`src/rtl/add_pkg.sv`:
```
// Shared definitions for the pipelined adder: stage-count helper, parameter sanity
// check and the per-stage bookkeeping flags carried between pipeline stages.
package add_pkg;

    function automatic int nstg(input int width, input int slice_w, input int sps);
        return width / (slice_w * sps);
    endfunction

    function automatic bit cfg_ok(input int width, input int slice_w, input int sps);
        return (width > 0) && (slice_w > 0) && (sps > 0) && (width % (slice_w * sps) == 0);
    endfunction

    // Carry into the next stage plus the operand sign bits that the final stage needs for ov.
    typedef struct packed {
        logic cy;
        logic a_msb;
        logic b_msb;
    } stage_flags_t;

endpackage

```
`src/rtl/addn_pipe_if.sv`:
```
// Operand/result handshake bundle of addn_pipe; the producer/consumer side is the master.
interface addn_pipe_if #(
    parameter int WIDTH = 32
);
    logic             in_valid;
    logic             in_ready;
    logic             sub;
    logic             ci;
    logic [WIDTH-1:0] a;
    logic [WIDTH-1:0] b;
    logic             out_valid;
    logic             out_ready;
    logic [WIDTH-1:0] s;
    logic             co;
    logic             ov;
    logic             zero;

    modport master (
        output in_valid, sub, ci, a, b, out_ready,
        input  in_ready, out_valid, s, co, ov, zero
    );

    modport slave (
        input  in_valid, sub, ci, a, b, out_ready,
        output in_ready, out_valid, s, co, ov, zero
    );
endinterface

```
`src/rtl/add_slice.sv`:
```
// Combinational W-bit ripple-carry adder slice.
module add_slice #(
    parameter int W = 4
) (
    input  logic         ci,
    input  logic [W-1:0] a,
    input  logic [W-1:0] b,
    output logic [W-1:0] s,
    output logic         co
);
    always_comb begin
        logic c;
        // NOTE: the ripple carry is a blocking temporary inside always_comb; each
        // iteration must see the carry produced by the previous bit in the same pass.
        s = '0;
        c = ci;
        for (int i = 0; i < W; i++) begin
            s[i] = a[i] ^ b[i] ^ c;
            c    = (a[i] & b[i]) | (c & (a[i] ^ b[i]));
        end
        co = c;
    end
endmodule

```
`src/rtl/addn_pipe.sv`:
```
// Pipelined WIDTH-bit adder/subtractor: each stage adds SLICE_W*SPS bits and forwards
// the partial sum, the unprocessed operand bits and its carry to the next stage.
module addn_pipe
    import add_pkg::*;
#(
    parameter int WIDTH   = 32,
    parameter int SLICE_W = 4,
    parameter int SPS     = 2
) (
    input  logic       clk,
    input  logic       rst_n,
    addn_pipe_if.slave bus
);
    localparam int SW   = SLICE_W * SPS;
    localparam int NSTG = nstg(WIDTH, SLICE_W, SPS);

    if (!cfg_ok(WIDTH, SLICE_W, SPS)) begin : g_cfg_err
        $error("addn_pipe: WIDTH must be a positive multiple of SLICE_W*SPS");
    end

    for (genvar k = 0; k < NSTG; k++) begin : g_stg
        localparam int IN_W = WIDTH - k * SW;   // operand bits still unprocessed on entry
        localparam int LO_W = (k + 1) * SW;     // sum bits known on exit

        logic            vld_q;
        logic            load;
        logic            move;
        logic            src_vld;
        logic [IN_W-1:0] op_a;
        logic [IN_W-1:0] op_b;
        logic            cin;
        logic            a_msb;
        logic            b_msb;
        logic [SW-1:0]   sl_s;
        logic            cy_out;
        logic [LO_W-1:0] sum_nx;

        if (k == 0) begin : g_src
            // b is inverted here once; later stages only ever see b'.
            assign src_vld = bus.in_valid;
            assign op_a    = bus.a;
            assign op_b    = bus.sub ? ~bus.b : bus.b;
            assign cin     = bus.sub | bus.ci;
            assign a_msb   = bus.a[WIDTH-1];
            assign b_msb   = op_b[IN_W-1];
            assign sum_nx  = sl_s;
        end else begin : g_src
            assign src_vld = g_stg[k-1].vld_q;
            assign op_a    = g_stg[k-1].g_mid.q.hi_a;
            assign op_b    = g_stg[k-1].g_mid.q.hi_b;
            assign cin     = g_stg[k-1].g_mid.q.fl.cy;
            assign a_msb   = g_stg[k-1].g_mid.q.fl.a_msb;
            assign b_msb   = g_stg[k-1].g_mid.q.fl.b_msb;
            assign sum_nx  = {sl_s, g_stg[k-1].g_mid.q.lo_sum};
        end

        for (genvar j = 0; j < SPS; j++) begin : g_sl
            logic c_in;
            logic c_out;

            if (j == 0) begin : g_ci
                assign c_in = cin;
            end else begin : g_ci
                assign c_in = g_sl[j-1].c_out;
            end

            add_slice #(.W(SLICE_W)) u_slice (
                .ci (c_in),
                .a  (op_a[j*SLICE_W +: SLICE_W]),
                .b  (op_b[j*SLICE_W +: SLICE_W]),
                .s  (sl_s[j*SLICE_W +: SLICE_W]),
                .co (c_out)
            );
        end
        assign cy_out = g_sl[SPS-1].c_out;

        // A stage takes a new beat when it is empty or its current beat leaves this cycle.
        assign load = ~vld_q | move;
        if (k == NSTG - 1) begin : g_rdy
            assign move = vld_q & bus.out_ready;
        end else begin : g_rdy
            assign move = vld_q & g_stg[k+1].load;
        end

        always_ff @(posedge clk or negedge rst_n) begin
            if (!rst_n) begin
                vld_q <= 1'b0;
            end else if (load) begin
                vld_q <= src_vld;
            end
        end

        if (k < NSTG - 1) begin : g_mid
            typedef struct packed {
                logic [IN_W-SW-1:0] hi_a;
                logic [IN_W-SW-1:0] hi_b;
                logic [LO_W-1:0]    lo_sum;
                stage_flags_t       fl;
            } stage_t;

            stage_t q;

            // NOTE: the data registers are reset too, so every stage holds zero out of
            // reset rather than X; this is a handful of flops per stage, not a memory.
            always_ff @(posedge clk or negedge rst_n) begin
                if (!rst_n) begin
                    q <= '0;
                end else if (load && src_vld) begin
                    q.hi_a     <= op_a[IN_W-1:SW];
                    q.hi_b     <= op_b[IN_W-1:SW];
                    q.lo_sum   <= sum_nx;
                    q.fl.cy    <= cy_out;
                    q.fl.a_msb <= a_msb;
                    q.fl.b_msb <= b_msb;
                end
            end
        end else begin : g_last
            logic [WIDTH-1:0] s_q;
            logic             co_q;
            logic             ov_q;
            logic             zero_q;

            always_ff @(posedge clk or negedge rst_n) begin
                if (!rst_n) begin
                    s_q    <= '0;
                    co_q   <= 1'b0;
                    ov_q   <= 1'b0;
                    zero_q <= 1'b0;
                end else if (load && src_vld) begin
                    s_q    <= sum_nx;
                    co_q   <= cy_out;
                    ov_q   <= (a_msb == b_msb) && (sum_nx[WIDTH-1] != a_msb);
                    zero_q <= (sum_nx == '0);
                end
            end
        end
    end

    assign bus.in_ready  = g_stg[0].load;
    assign bus.out_valid = g_stg[NSTG-1].vld_q;
    assign bus.s         = g_stg[NSTG-1].g_last.s_q;
    assign bus.co        = g_stg[NSTG-1].g_last.co_q;
    assign bus.ov        = g_stg[NSTG-1].g_last.ov_q;
    assign bus.zero      = g_stg[NSTG-1].g_last.zero_q;

endmodule

```
`src/flat_wrapper.sv`:
```
// flat-port wrapper written by rule: the top's interface ports become plain ports
module addn_pipe_flat import add_pkg::*;
#(
    parameter int WIDTH   = 32,
    parameter int SLICE_W = 4,
    parameter int SPS     = 2
)
  (clk, rst_n, bus_in_valid, bus_sub, bus_ci, bus_a, bus_b, bus_out_ready, bus_in_ready, bus_out_valid, bus_s, bus_co, bus_ov, bus_zero);
  addn_pipe_if #(.WIDTH(WIDTH)) bus_i ();
  input  logic clk;
  input  logic rst_n;
  input wire logic [$bits(bus_i.in_valid)-1:0] bus_in_valid;
  input wire logic [$bits(bus_i.sub)-1:0] bus_sub;
  input wire logic [$bits(bus_i.ci)-1:0] bus_ci;
  input wire logic [$bits(bus_i.a)-1:0] bus_a;
  input wire logic [$bits(bus_i.b)-1:0] bus_b;
  input wire logic [$bits(bus_i.out_ready)-1:0] bus_out_ready;
  output wire logic [$bits(bus_i.in_ready)-1:0] bus_in_ready;
  output wire logic [$bits(bus_i.out_valid)-1:0] bus_out_valid;
  output wire logic [$bits(bus_i.s)-1:0] bus_s;
  output wire logic [$bits(bus_i.co)-1:0] bus_co;
  output wire logic [$bits(bus_i.ov)-1:0] bus_ov;
  output wire logic [$bits(bus_i.zero)-1:0] bus_zero;
  assign bus_i.in_valid = bus_in_valid;
  assign bus_i.sub = bus_sub;
  assign bus_i.ci = bus_ci;
  assign bus_i.a = bus_a;
  assign bus_i.b = bus_b;
  assign bus_i.out_ready = bus_out_ready;
  assign bus_in_ready = bus_i.in_ready;
  assign bus_out_valid = bus_i.out_valid;
  assign bus_s = bus_i.s;
  assign bus_co = bus_i.co;
  assign bus_ov = bus_i.ov;
  assign bus_zero = bus_i.zero;
  addn_pipe #(.WIDTH(WIDTH), .SLICE_W(SLICE_W), .SPS(SPS)) u_core (.clk(clk), .rst_n(rst_n), .bus(bus_i));
endmodule
```
`config.mk`:
```
export PLATFORM = sky130hd
export DESIGN_NAME = addn_pipe_flat
export DESIGN_NICKNAME = d
export VERILOG_FILES = /design/src/rtl/add_pkg.sv /design/src/rtl/addn_pipe_if.sv /design/src/rtl/add_slice.sv /design/src/rtl/addn_pipe.sv /design/src/flat_wrapper.sv
export SDC_FILE = /design/constraint.sdc
export NUM_CORES = 1
export LEC_CHECK = 0
export ABC_AREA = 1
export BUFFER_PORTS_ARGS = -buffer_cell sky130_fd_sc_hd__buf_4
export CORE_MARGIN = 8
export CORE_UTILIZATION = 23
export DETAILED_ROUTE_END_ITERATION = 6
export GPL_ROUTABILITY_DRIVEN = 0
export PLACE_DENSITY = 0.37
export SLEW_MARGIN = 20
export SYNTH_ARGS = -nofsm -noshare
export SYNTH_HDL_FRONTEND = slang
export SYNTH_HIERARCHICAL = 1
export SYNTH_SLANG_ARGS = --single-unit
```
`constraint.sdc`:
```
create_clock -name clk -period 4.85 [get_ports clk]
set_input_delay 0.2425 -clock clk [delete_from_list [all_inputs] [get_ports clk]]
set_output_delay 0.2425 -clock clk [all_outputs]
set_load 0.02 [all_outputs]
```
* Yosys cells after proc, flatten, opt, wreduce, memory -nomap -nowiden
Index checks and enable logic that the tools add are counted.
Widths: inputs -> output; s select.
** Operators by class
- Equal/unequal tests :: 2
- Multiplexer cells :: 1
- Bitwise operators :: 174
- Reduce and logical (&&, ||, !) cells :: 6
** Operators by type and width (number)
- $and 1x1->1 :: 68
- $xor 1x1->1 :: 64
- $or 1x1->1 :: 37
- $logic_not 32->1 :: 1
- $mux 32 :: 1
- $not 32->32 :: 1
- $logic_and 1x1->1 :: 5
- $not 1->1 :: 4
- $eq 1x1->1 :: 1
- $ne 1x1->1 :: 1
** Storage, ports and cells
- Register bits after elaboration :: 192
- Bits of input ports :: 70
- Output and inout port bits :: 37
- Logic and storage cells :: 209

* Logic depth before layout (Yosys ltp)
Gate-level depths: netlist (run 1).
- Depth in word-level cells :: 19
- Gate-level depth with buffers :: 21

* Hierarchy
Netlist (run 1), hierarchy kept.
** By module, submodules not included
- addn_pipe :: times used 1, cells each 791, area each 7384.6 µm²
- add_slice :: times used 8, cells each 14, area each 117.6 µm²

* Worst setup path after synthesis (run 1)
No wires, ideal clock.
- Path kind :: input -> register
- Start :: input port bus_sub
- End :: register u_core/g_stg[0].g_mid.q[10] in the netlist's numbering
- Setup time :: 0.066 ns
- Data arrival time :: 3.675 ns
- Required time :: 4.784 ns
- Path slack :: 1.109 ns
- Stages on the path :: 21
- Path through :: buf_4 -> buf_2 -> or2_2 -> fa_1 -> inv_1 -> fa_1 -> inv_1 -> fa_1 -> inv_1 -> fa_1 -> inv_1 -> fa_1 -> inv_1 -> fa_1 -> inv_1 -> fa_1 -> inv_1 -> fa_1 -> inv_1 -> nand3_1 -> nand2_1
** On the way
- Elaborated cells on any way between the ends :: 32
- Those cells by class :: mux: 1; bitwise: 31
** RTL lines
- start, declared :: line flat_wrapper.sv:13 : input wire logic [$bits(bus_i.sub)-1:0] bus_sub;
- $or 1x1->1 :: line addn_pipe.sv:43 : assign cin = bus.sub | bus.ci;
- named net u_core.g_stg[0].cin :: line addn_pipe.sv:31 : logic cin;
- $and 1x1->1 :: line add_slice.sv:19 : c = (a[i] & b[i]) | (c & (a[i] ^ b[i]));
- $or 1x1->1 :: line add_slice.sv:19
- $and 1x1->1 :: line add_slice.sv:19
- $or 1x1->1 :: line add_slice.sv:19
- $and 1x1->1 :: line add_slice.sv:19
- $or 1x1->1 :: line add_slice.sv:19
- [2 not listed]
- named net u_core.g_stg[0].g_sl[0].c_out :: line addn_pipe.sv:59 : logic c_out;
- $and 1x1->1 :: line add_slice.sv:19
- $or 1x1->1 :: line add_slice.sv:19
- $and 1x1->1 :: line add_slice.sv:19
- $or 1x1->1 :: line add_slice.sv:19
- $and 1x1->1 :: line add_slice.sv:19
- $or 1x1->1 :: line add_slice.sv:19
- $xor 1x1->1 :: line add_slice.sv:18 : s[i] = a[i] ^ b[i] ^ c;
- named net u_core.g_stg[0].sl_s[7] :: line addn_pipe.sv:34 : logic [SW-1:0] sl_s;
- end, declared :: line addn_pipe.sv:101 : stage_t q;
The timed path passes the listed nets, and every way through them passes these cells.
A chain may end at the register's enable or synchronous reset.

* Worst setup path in the final report (run 1)
- Start :: register u_core.g_stg[2].g_mid.q, in the netlist u_core/g_stg[3].op_a[0]
- End :: register u_core.g_stg[3].g_last.zero_q (netlist: u_core/bus.zero)
** On the way
- Cells in the longest elaborated chain, start to end :: 17
- Elaborated cells on any way between the ends :: 25
- Those cells by class :: bitwise: 24; reduce/logical: 1
** RTL lines
- start, declared :: line addn_pipe.sv:101
- $xor 1x1->1 :: line add_slice.sv:19
- $and 1x1->1 :: line add_slice.sv:19
- $or 1x1->1 * :: line add_slice.sv:19
- $and 1x1->1 * :: line add_slice.sv:19
- $or 1x1->1 * :: line add_slice.sv:19
- $and 1x1->1 * :: line add_slice.sv:19
- $or 1x1->1 * :: line add_slice.sv:19
- $and 1x1->1 * :: line add_slice.sv:19
- [1 not listed]
- named net u_core.g_stg[3].g_sl[0].c_out :: line addn_pipe.sv:59
- [1 not listed]
- $or 1x1->1 * :: line add_slice.sv:19
- $and 1x1->1 * :: line add_slice.sv:19
- $or 1x1->1 * :: line add_slice.sv:19
- $and 1x1->1 * :: line add_slice.sv:19
- $or 1x1->1 * :: line add_slice.sv:19
- $xor 1x1->1 * :: line add_slice.sv:18
- named net u_core.g_stg[3].sl_s[7] :: line addn_pipe.sv:34
- $logic_not 32->1 * :: line addn_pipe.sv:133 : zero_q <= (sum_nx == '0);
- end signal, assigned :: line addn_pipe.sv:133
- end, declared :: line addn_pipe.sv:121 : logic zero_q;
Mark *: on every way through the listed nets, which the timed path passes. The rest lies on a longest branch.

==> results of run 1 <==
==> worst min-delay path, delay by kind of cell <==
family                 cells  cell delay (ns)
buffers and inverters      1             0.08
AND/OR/NAND/NOR            2             0.12
==> state kept, by name, indices dropped and copies added, names as in the netlist <==
register              count
u_core/bus.zero           1
u_core/bus.out_valid      1
u_core/bus.s             32
u_core/g_stg.op_b        48
u_core/g_stg.op_a        48
u_core/bus.co             1
u_core/g_stg.vld_q        3
u_core/g_stg.g_mid.q     48
u_core/g_stg.cin          3
u_core/bus.ov             1
==> stage by stage <==
step | hold slack (ns) | worst slack, ns | util | power [mW]
floorplan | -0.05309 | 1.109 | - | 3.846
global placement | 0.3897 | 1.156 | 0.2692 | 4.691
detailed placement | 0.3818 | 1.146 | 0.2692 | 4.718
CTS | 0.01064 | 1.136 | 0.2850 | 6.090
global route | 0.03170 | 0.9716 | 0.2850 | 6.503
finish | 0.03876 | 1.176 | 0.2850 | 5.927
==> cells in the final DEF, fill, tap and decap left out, types with 3 or more instances in the layout <==
master	instances
o21ai_1	7
a21oi_1	41
clkinv_2	6
o21ai_0	63
xor2_1	8
inv_1	128
xnor2_1	24
dfrtp_1	186
fa_1	32
buf_4	116
inv_6	5
clkbuf_16	17
nand3_1	57
nand2_1	244
nand2_2	3
nor2_1	60
==> power groups by stage <==
stage,sequential [mW],combinational [mW],clock (mW)
floorplan,2.58,1.27,0
CTS,2.47,2.22,1.40
finish,2.46,2.14,1.33
global placement,2.49,2.20,0
global route,2.54,2.51,1.45
detailed placement,2.50,2.22,0
==> cell type report <==
class | count | share of cell area
Sequential cell | 186 | 0.4592
Clock inverter | 14 | 0.01185
Inverter | 129 | 0.04777
Timing Repair Buffer | 119 | 0.09024
Clock buffer | 18 | 0.04234
Multi-Input combinational cell | 542 | 0.2917
Tap cell | 461 | 0.05691
==> cells by family (layout without fill, tap and decap cells) <==
logic type               after synthesis  count (layout)  share of synthesized area
AO/OA/AOI/OAI                        112             112                    0.06763
XOR/XNOR                              32              32                    0.03366
adder cells (fa/ha/maj)               32              32                    0.07695
buffers and inverters                175             280                    0.08581
flip-flops                           186             186                     0.5591
AND/OR/NAND/NOR                      366             366                     0.1769
==> final timing paths <==
check                      slack, ns               startpoint                    endpoint
max                             1.18  u_core/g_stg[3].op_a[0]             u_core/bus.zero
min                             0.04                bus_a[10]     u_core/g_stg[1].op_a[2]
max reg2reg                     1.18  u_core/g_stg[3].op_a[0]             u_core/bus.zero
min reg2reg                     0.47  u_core/g_stg[1].op_a[7]     u_core/g_stg[1].op_a[7]
max in group asynchronous       3.35                    rst_n  u_core/g_stg[0].g_mid.q[5]
min in group asynchronous       0.43                    rst_n    u_core/g_stg[1].op_a[10]
==> per-layer routing <==
metal,GRT usage,share of wire,up-vias,routed length [um]
met5,0,0,-,0
met4,0.02814,0.010,0,215
met3,0.02257,0.029,11,605
met2,0.1424,0.42,77,8741
met1,0.1531,0.54,2661,11280
li1,-,-,2939,-
==> flow_summary.yaml, run 1 <==
synth:
  synthCells: 903
  synthTopCellsByArea: "dfrtp_1 (56%), nand2_1 (11%), fa_1 (7.7%)"
  syn-num-nets: 1005
  avgSynthCellArea_um2: 9.220
  synth_most_common_cell: "nand2_1"
  ys_seq_elements: 186
  synth_common_cells: "nand2_1 (244), dfrtp_1 (186), inv_1 (128)"
  ys_seq_area_frac: 0.5591
  synth-main-ff-cell: "dfrtp_1"
  synth_top_area_share: 0.5591
  syn_area_mm2: 0.008325
  async_flop_share: 1.000
  synth-edff-count: 0
  synth.largest_area_cell: "dfrtp_1"
  yosys.cell_types.count: 21
  yosysWarnings: 6
timing:
  rsz0062_at_grt: "false"
  finalCriticalPeriod_ns: 3.674
  skew_ns: 0.01289
  tns_ns: 0
  tightest_slew_ns: 0.7562
  finalMaxSlewViolations: 0
  max_clock_freq_mhz: 272.2
  hold_violations: 0
  slew_headroom: 0.4958
  setup_violations: 0
  post-route-period-util: 0.7574
floorplan:
  fp.coreArea_mm2: 0.03557
  dieHeight_um: 206.3
  die-area_mm2: 0.04254
  initial_core_util: 0.2341
  num_io_pins: 107
  rows: 69
  die_w_um: 206.3
setup_path:
  startpoint_type: "register"
  slowest_delay_ns: 0.41
  crit_type: "reg2reg"
  cp_slowest_cell: "fa_1"
  worstSetupPathDepth: 21
  crit_arrival_ns: 3.98
  crit_path_end_kind: "register"
  cp_top_family: "adder cells"
  path_buf_inv: 8
  crit_chain: "fa_1 > inv_1 > fa_1 > inv_1 > fa_1 > inv_1 > fa_1 > inv_1 > fa_1 > inv_1 > fa_1 > inv_1 > fa_1 > inv_1 > fa_1 > inv_1 > nor2_1 > nand2_1 > nor2_1 > nand3_1 > o21bai_1"
  path_max_fanout: 4
  reg2reg_depth: 21
  cp.required_ns: 5.16
final_layout:
  antenna-diode-count: 0
  postLayoutCellArea_mm2: 0.01014
  fillers: 3875
  syn_to_final_growth_pct: 21.75
  seq_area_mm2: 0.004654
  multi_input_area_mm2: 0.002957
  final_nets: 1097
  final_cells: 1469
  layout-drive-gt1-share: 0.1538
power_and_ir_drop:
  clkPwrFrac: 0.225
  intPower_mw: 3.633
  power_switching_share: 0.3869
  leakage_nw: 5.157
  power_switching_mw: 2.293
  p_seq_frac: 0.414
  power_density_mw_per_mm2: 584.7
  peakVddDrop_mv: 0.2486
  pwr-share-comb: 0.361
min_path:
  worstHoldPathType: "in2reg"
  min_path_cells: 3
route:
  dr.pass1.iters: 4
  drt-total-wl_um: 20840
  drt_iter0_markers: 291
  drcViolationCount: 0
  dr_total_vias: 5688
  vias_per_cell: 3.872
  route.detailed.wl_per_inst_um: 14.19
  antenna_left: 0
global_routing:
  antenna_found_initial: 0
  grt_remaining_overflow: 0
  grt_pass1_wl_um: 34120
  grt_pass1_vias: 5940
  grt_util_all_layers: 0.1015
  grt_max_degree: 99
cts:
  clk_pin_slew_ns: 0.08
  cts_setup_buffers: 0
  cts-hold-fix-buffers: 1
  cts_resized: 0
  cts_made_buffers: 17
  clock_latency_ns: 0.43
  cts_max_level: 4
  cts_root_buffer: "clkbuf_16"
  clk_path_buf_depth: 2
  cts_tree: "done"
  clock_sinks: 186
placed_design:
  placed_cells: 1436
  io_buffers: 106
  dpl.hpwl_um: 15040
  place_area_mm2: 0.009577
status:
  status: "finished, final reports clean"
flow_run:
  drv_cap: 0
(Power assumes the default switching activity.)
==> run 2, diff against run 1 <==
--- a/config.mk
+++ b/config.mk
@@ -5,13 +5,13 @@
 export SDC_FILE = /design/constraint.sdc
 export NUM_CORES = 1
 export LEC_CHECK = 0
-export ABC_AREA = 1
+export ABC_AREA = 0
 export BUFFER_PORTS_ARGS = -buffer_cell sky130_fd_sc_hd__buf_4
 export CORE_MARGIN = 8
 export CORE_UTILIZATION = 23
 export DETAILED_ROUTE_END_ITERATION = 6
 export GPL_ROUTABILITY_DRIVEN = 0
-export PLACE_DENSITY = 0.37
+export PLACE_DENSITY = 0.38
 export SLEW_MARGIN = 20
 export SYNTH_ARGS = -nofsm -noshare
 export SYNTH_HDL_FRONTEND = slang
==> constraint.sdc (replaced) <==
create_clock -name clk -period 3.3 [get_ports clk]
set_input_delay 0.165 -clock clk [delete_from_list [all_inputs] [get_ports clk]]
set_output_delay 0.165 -clock clk [all_outputs]
set_load 0.02 [all_outputs]
==> run 2 against run 1 <==
Effect of this change: the run now ends with negative setup slack left; via count fell by 21%; critical path depth is 3 lower; sequential cell count is the same; power is 45% higher; worst setup slack got worse by 1.6 ns; synthesized area down 0.99%; count of clock-buffer cells in the layout is the same.
==> flow_summary.yaml, run 2 <==
status:
  status: "complete, but fails checks"
  violations: "negative setup slack"
route:
  dr_total_vias: 4513
  drt_iter0_markers: 126
  drcViolationCount: 0
  drt-total-wl_um: 18390
  vias_per_cell: 3.844
  antenna_left: 0
  route.detailed.wl_per_inst_um: 15.66
  dr.pass1.iters: 3
synth:
  avgSynthCellArea_um2: 14.64
  synth_top_area_share: 0.5647
  synthTopCellsByArea: "dfrtp_1 (56%), mux2_2 (21%), fa_1 (7.8%)"
  yosys.cell_types.count: 22
  synth_common_cells: "dfrtp_1 (186), mux2_2 (151), inv_1 (82)"
  ys_seq_area_frac: 0.5647
  async_flop_share: 1.000
  synth-edff-count: 0
  synth-main-ff-cell: "dfrtp_1"
  synth.largest_area_cell: "dfrtp_1"
  syn-num-nets: 665
  ys_seq_elements: 186
  yosysWarnings: 6
  syn_area_mm2: 0.008243
  synth_most_common_cell: "dfrtp_1"
  synthCells: 563
cts:
  clock_latency_ns: 0.43
  cts_root_buffer: "clkbuf_16"
  clk_pin_slew_ns: 0.08
  clk_path_buf_depth: 2
  cts_max_level: 4
  cts_tree: "done"
  cts_made_buffers: 17
  clock_sinks: 186
flow_run:
  drv_cap: 0
setup_path:
  r2r-start: "u_core/g_stg[3].op_a[0]"
  r2r-end: "u_core/bus.ov"
  reg2reg_depth: 18
  crit_type: "reg2reg"
  path_max_fanout: 3
  cp.required_ns: 3.62
  rrSetupSlack_ns: -0.38
  crit_path_end_kind: "register"
  crit_arrival_ns: 3.99
  startpoint_type: "register"
final_layout:
  fillers: 3638
  antenna-diode-count: 0
  final_common_cell: "dfrtp_1"
  final_nets: 804
  final_cell_mix: "dfrtp_1 (186), mux2_2 (150), buf_4 (111)"
  layout-drive-gt1-share: 0.5049
  seq_area_mm2: 0.004654
  multi_input_area_mm2: 0.003246
  syn_to_final_growth_pct: 27.34
power_and_ir_drop:
  intPower_mw: 5.727
  leakage_nw: 4.660
  power_switching_share: 0.3342
  peakVddDrop_mv: 0.3311
  pwr-share-comb: 0.346
  power_switching_mw: 2.875
  clkPwrFrac: 0.222
  p_seq_frac: 0.432
  power_density_mw_per_mm2: 819.5
timing:
  slew_headroom: 0.3221
  tightest_slew_ns: 1.013
  post-route-period-util: 1.114
  finalCriticalPeriod_ns: 3.675
  hold_violations: 0
  setup_ws_ns: -0.3751
  setup_violations: 6
  finalMaxSlewViolations: 0
  skew_ns: 0.01232
  max_clock_freq_mhz: 272.1
  tns_ns: -0.9940
  rsz0062_at_grt: "true"
global_routing:
  grt_util_all_layers: 0.09201
  met1_usage: 0.1173
  antenna_found_initial: 0
  grt_max_degree: 91
  grtUsageMet3: 0.02173
  grt_use_met2: 0.1501
  grt_pass1_vias: 5336
  busiest_layer: "met2"
  grt_remaining_overflow: 0
  grt_pass1_wl_um: 29970
floorplan:
  fp.coreArea_mm2: 0.03540
  die-area_mm2: 0.04215
  initial_core_util: 0.2329
  dieHeight_um: 205.3
  rows: 69
  num_io_pins: 107
  die_w_um: 205.3
min_path:
  min_path_cells: 3
  min_from: "bus_out_ready"
  worstHoldPathType: "in2reg"
  min_to: "u_core/g_stg[2].vld_q"
placed_design:
  pre_cts_slack_ns: -0.4700
  dpl.hpwl_um: 13170
  io_buffers: 106
run 2: cell count changes in the layout (fill, tap and decap cells not counted), moves of 28 or more:
| cell | change |
|---|---|
| inv_1 | -71 |
| a21oi_1 | -41 |
| fa_1 | -28 |
| nor2_1 | -60 |
| fa_2 | +28 |
| nand3_1 | -57 |
| o21ai_0 | -63 |
| mux2_1 | +29 |
| nand2_1 | -241 |
| mux2_2 | +150 |
run 2: logic make-up (layout without fill, tap and decap cells):
| kind of cell | Yosys count | count (layout) | share of synthesized area |
|---|---|---|---|
| AO/OA/AOI/OAI | 4 | 4 | 0.003948 |
| XOR/XNOR | 32 | 32 | 0.03400 |
| buffers and inverters | 104 | 254 | 0.05555 |
| AND/OR/NAND/NOR | 24 | 24 | 0.01685 |
| adder cells (fa/ha/maj) | 32 | 32 | 0.07772 |
| multiplexers | 181 | 181 | 0.2473 |
| flip-flops | 186 | 186 | 0.5647 |
run 2: per-stage QoR:
stage / instance area, um2 / util / hold slack, ns / total power [mW] / instances
2_1_floorplan: 8302 / - / -0.1306 / 5.489 / 563
3_3_place_gp: 9630 / 0.2721 / 0.1827 / 6.635 / 1117
3_5_place_dp: 9630 / 0.2721 / 0.1891 / 6.677 / 1117
4_1_cts: 10480 / 0.2961 / 0.02817 / 8.812 / 1174
5_1_grt: 10500 / 0.2965 / 0.06771 / 9.283 / 1174
6_report: 10500 / 0.2965 / 0.05703 / 8.602 / 1174
run 2: per-layer routing:
layer	part of all wire	wire [um]
met5	0	0
met4	0.016	296
met3	0.037	684
met2	0.48	8844
met1	0.47	8560
run 2: worst max-delay path by stage:
stage / start / to / cells past startpoint
6_report: u_core/g_stg[3].op_a[0] / u_core/bus.ov / 18
5_1_grt: u_core/g_stg[3].op_a[0] / u_core/bus.zero / 19
4_1_cts: u_core/g_stg[3].op_a[0] / u_core/bus.zero / 19
3_5_place_dp: u_core/g_stg[3].op_a[0] / u_core/bus.zero / 19
3_3_place_gp: u_core/g_stg[3].op_a[0] / u_core/bus.ov / 18
2_1_floorplan: bus_sub / u_core/g_stg[0].g_mid.q[10] / 20
run 2: power by group through the flow:
stage          logic (mW)  clock network (mW)  registers (mW)
2_1_floorplan        1.68                   0            3.81
3_3_place_gp         2.88                   0            3.76
6_report             2.97                1.91            3.72
5_1_grt              3.34                2.09            3.85
3_5_place_dp         2.90                   0            3.77
4_1_cts              3.08                2.00            3.74
run 2: worst max-delay path, stage by stage, from the launching register on:
cell and delay [ns]:
dfrtp_1 0.40, fa_2 0.39, inv_2 0.06, fa_2 0.18, inv_2 0.04, fa_2 0.33, inv_2 0.06, fa_2 0.19
inv_2 0.04, fa_2 0.32, inv_2 0.06, fa_2 0.18, inv_2 0.04, fa_2 0.32, inv_2 0.06, fa_1 0.42
inv_2 0.11, o22ai_1 0.10, mux2_4 0.27
run 2: timing repair:
action	in CTS	in global routing
pin swaps	9	6
setup endpoints to repair	7	8
gates resized for setup	34	4
hold buffers	26	0
buffers inserted	1	0
endpoints found under the hold margin	86	0
run 2: final cells by class:
cell class	instances	share of cell area
sequential	186	0.4434
multi-input combinational	273	0.3092
timing repair buffer	142	0.1123
tap	461	0.05495
clock buffer	18	0.04184
inverter	82	0.02932
clock inverter	12	0.008940
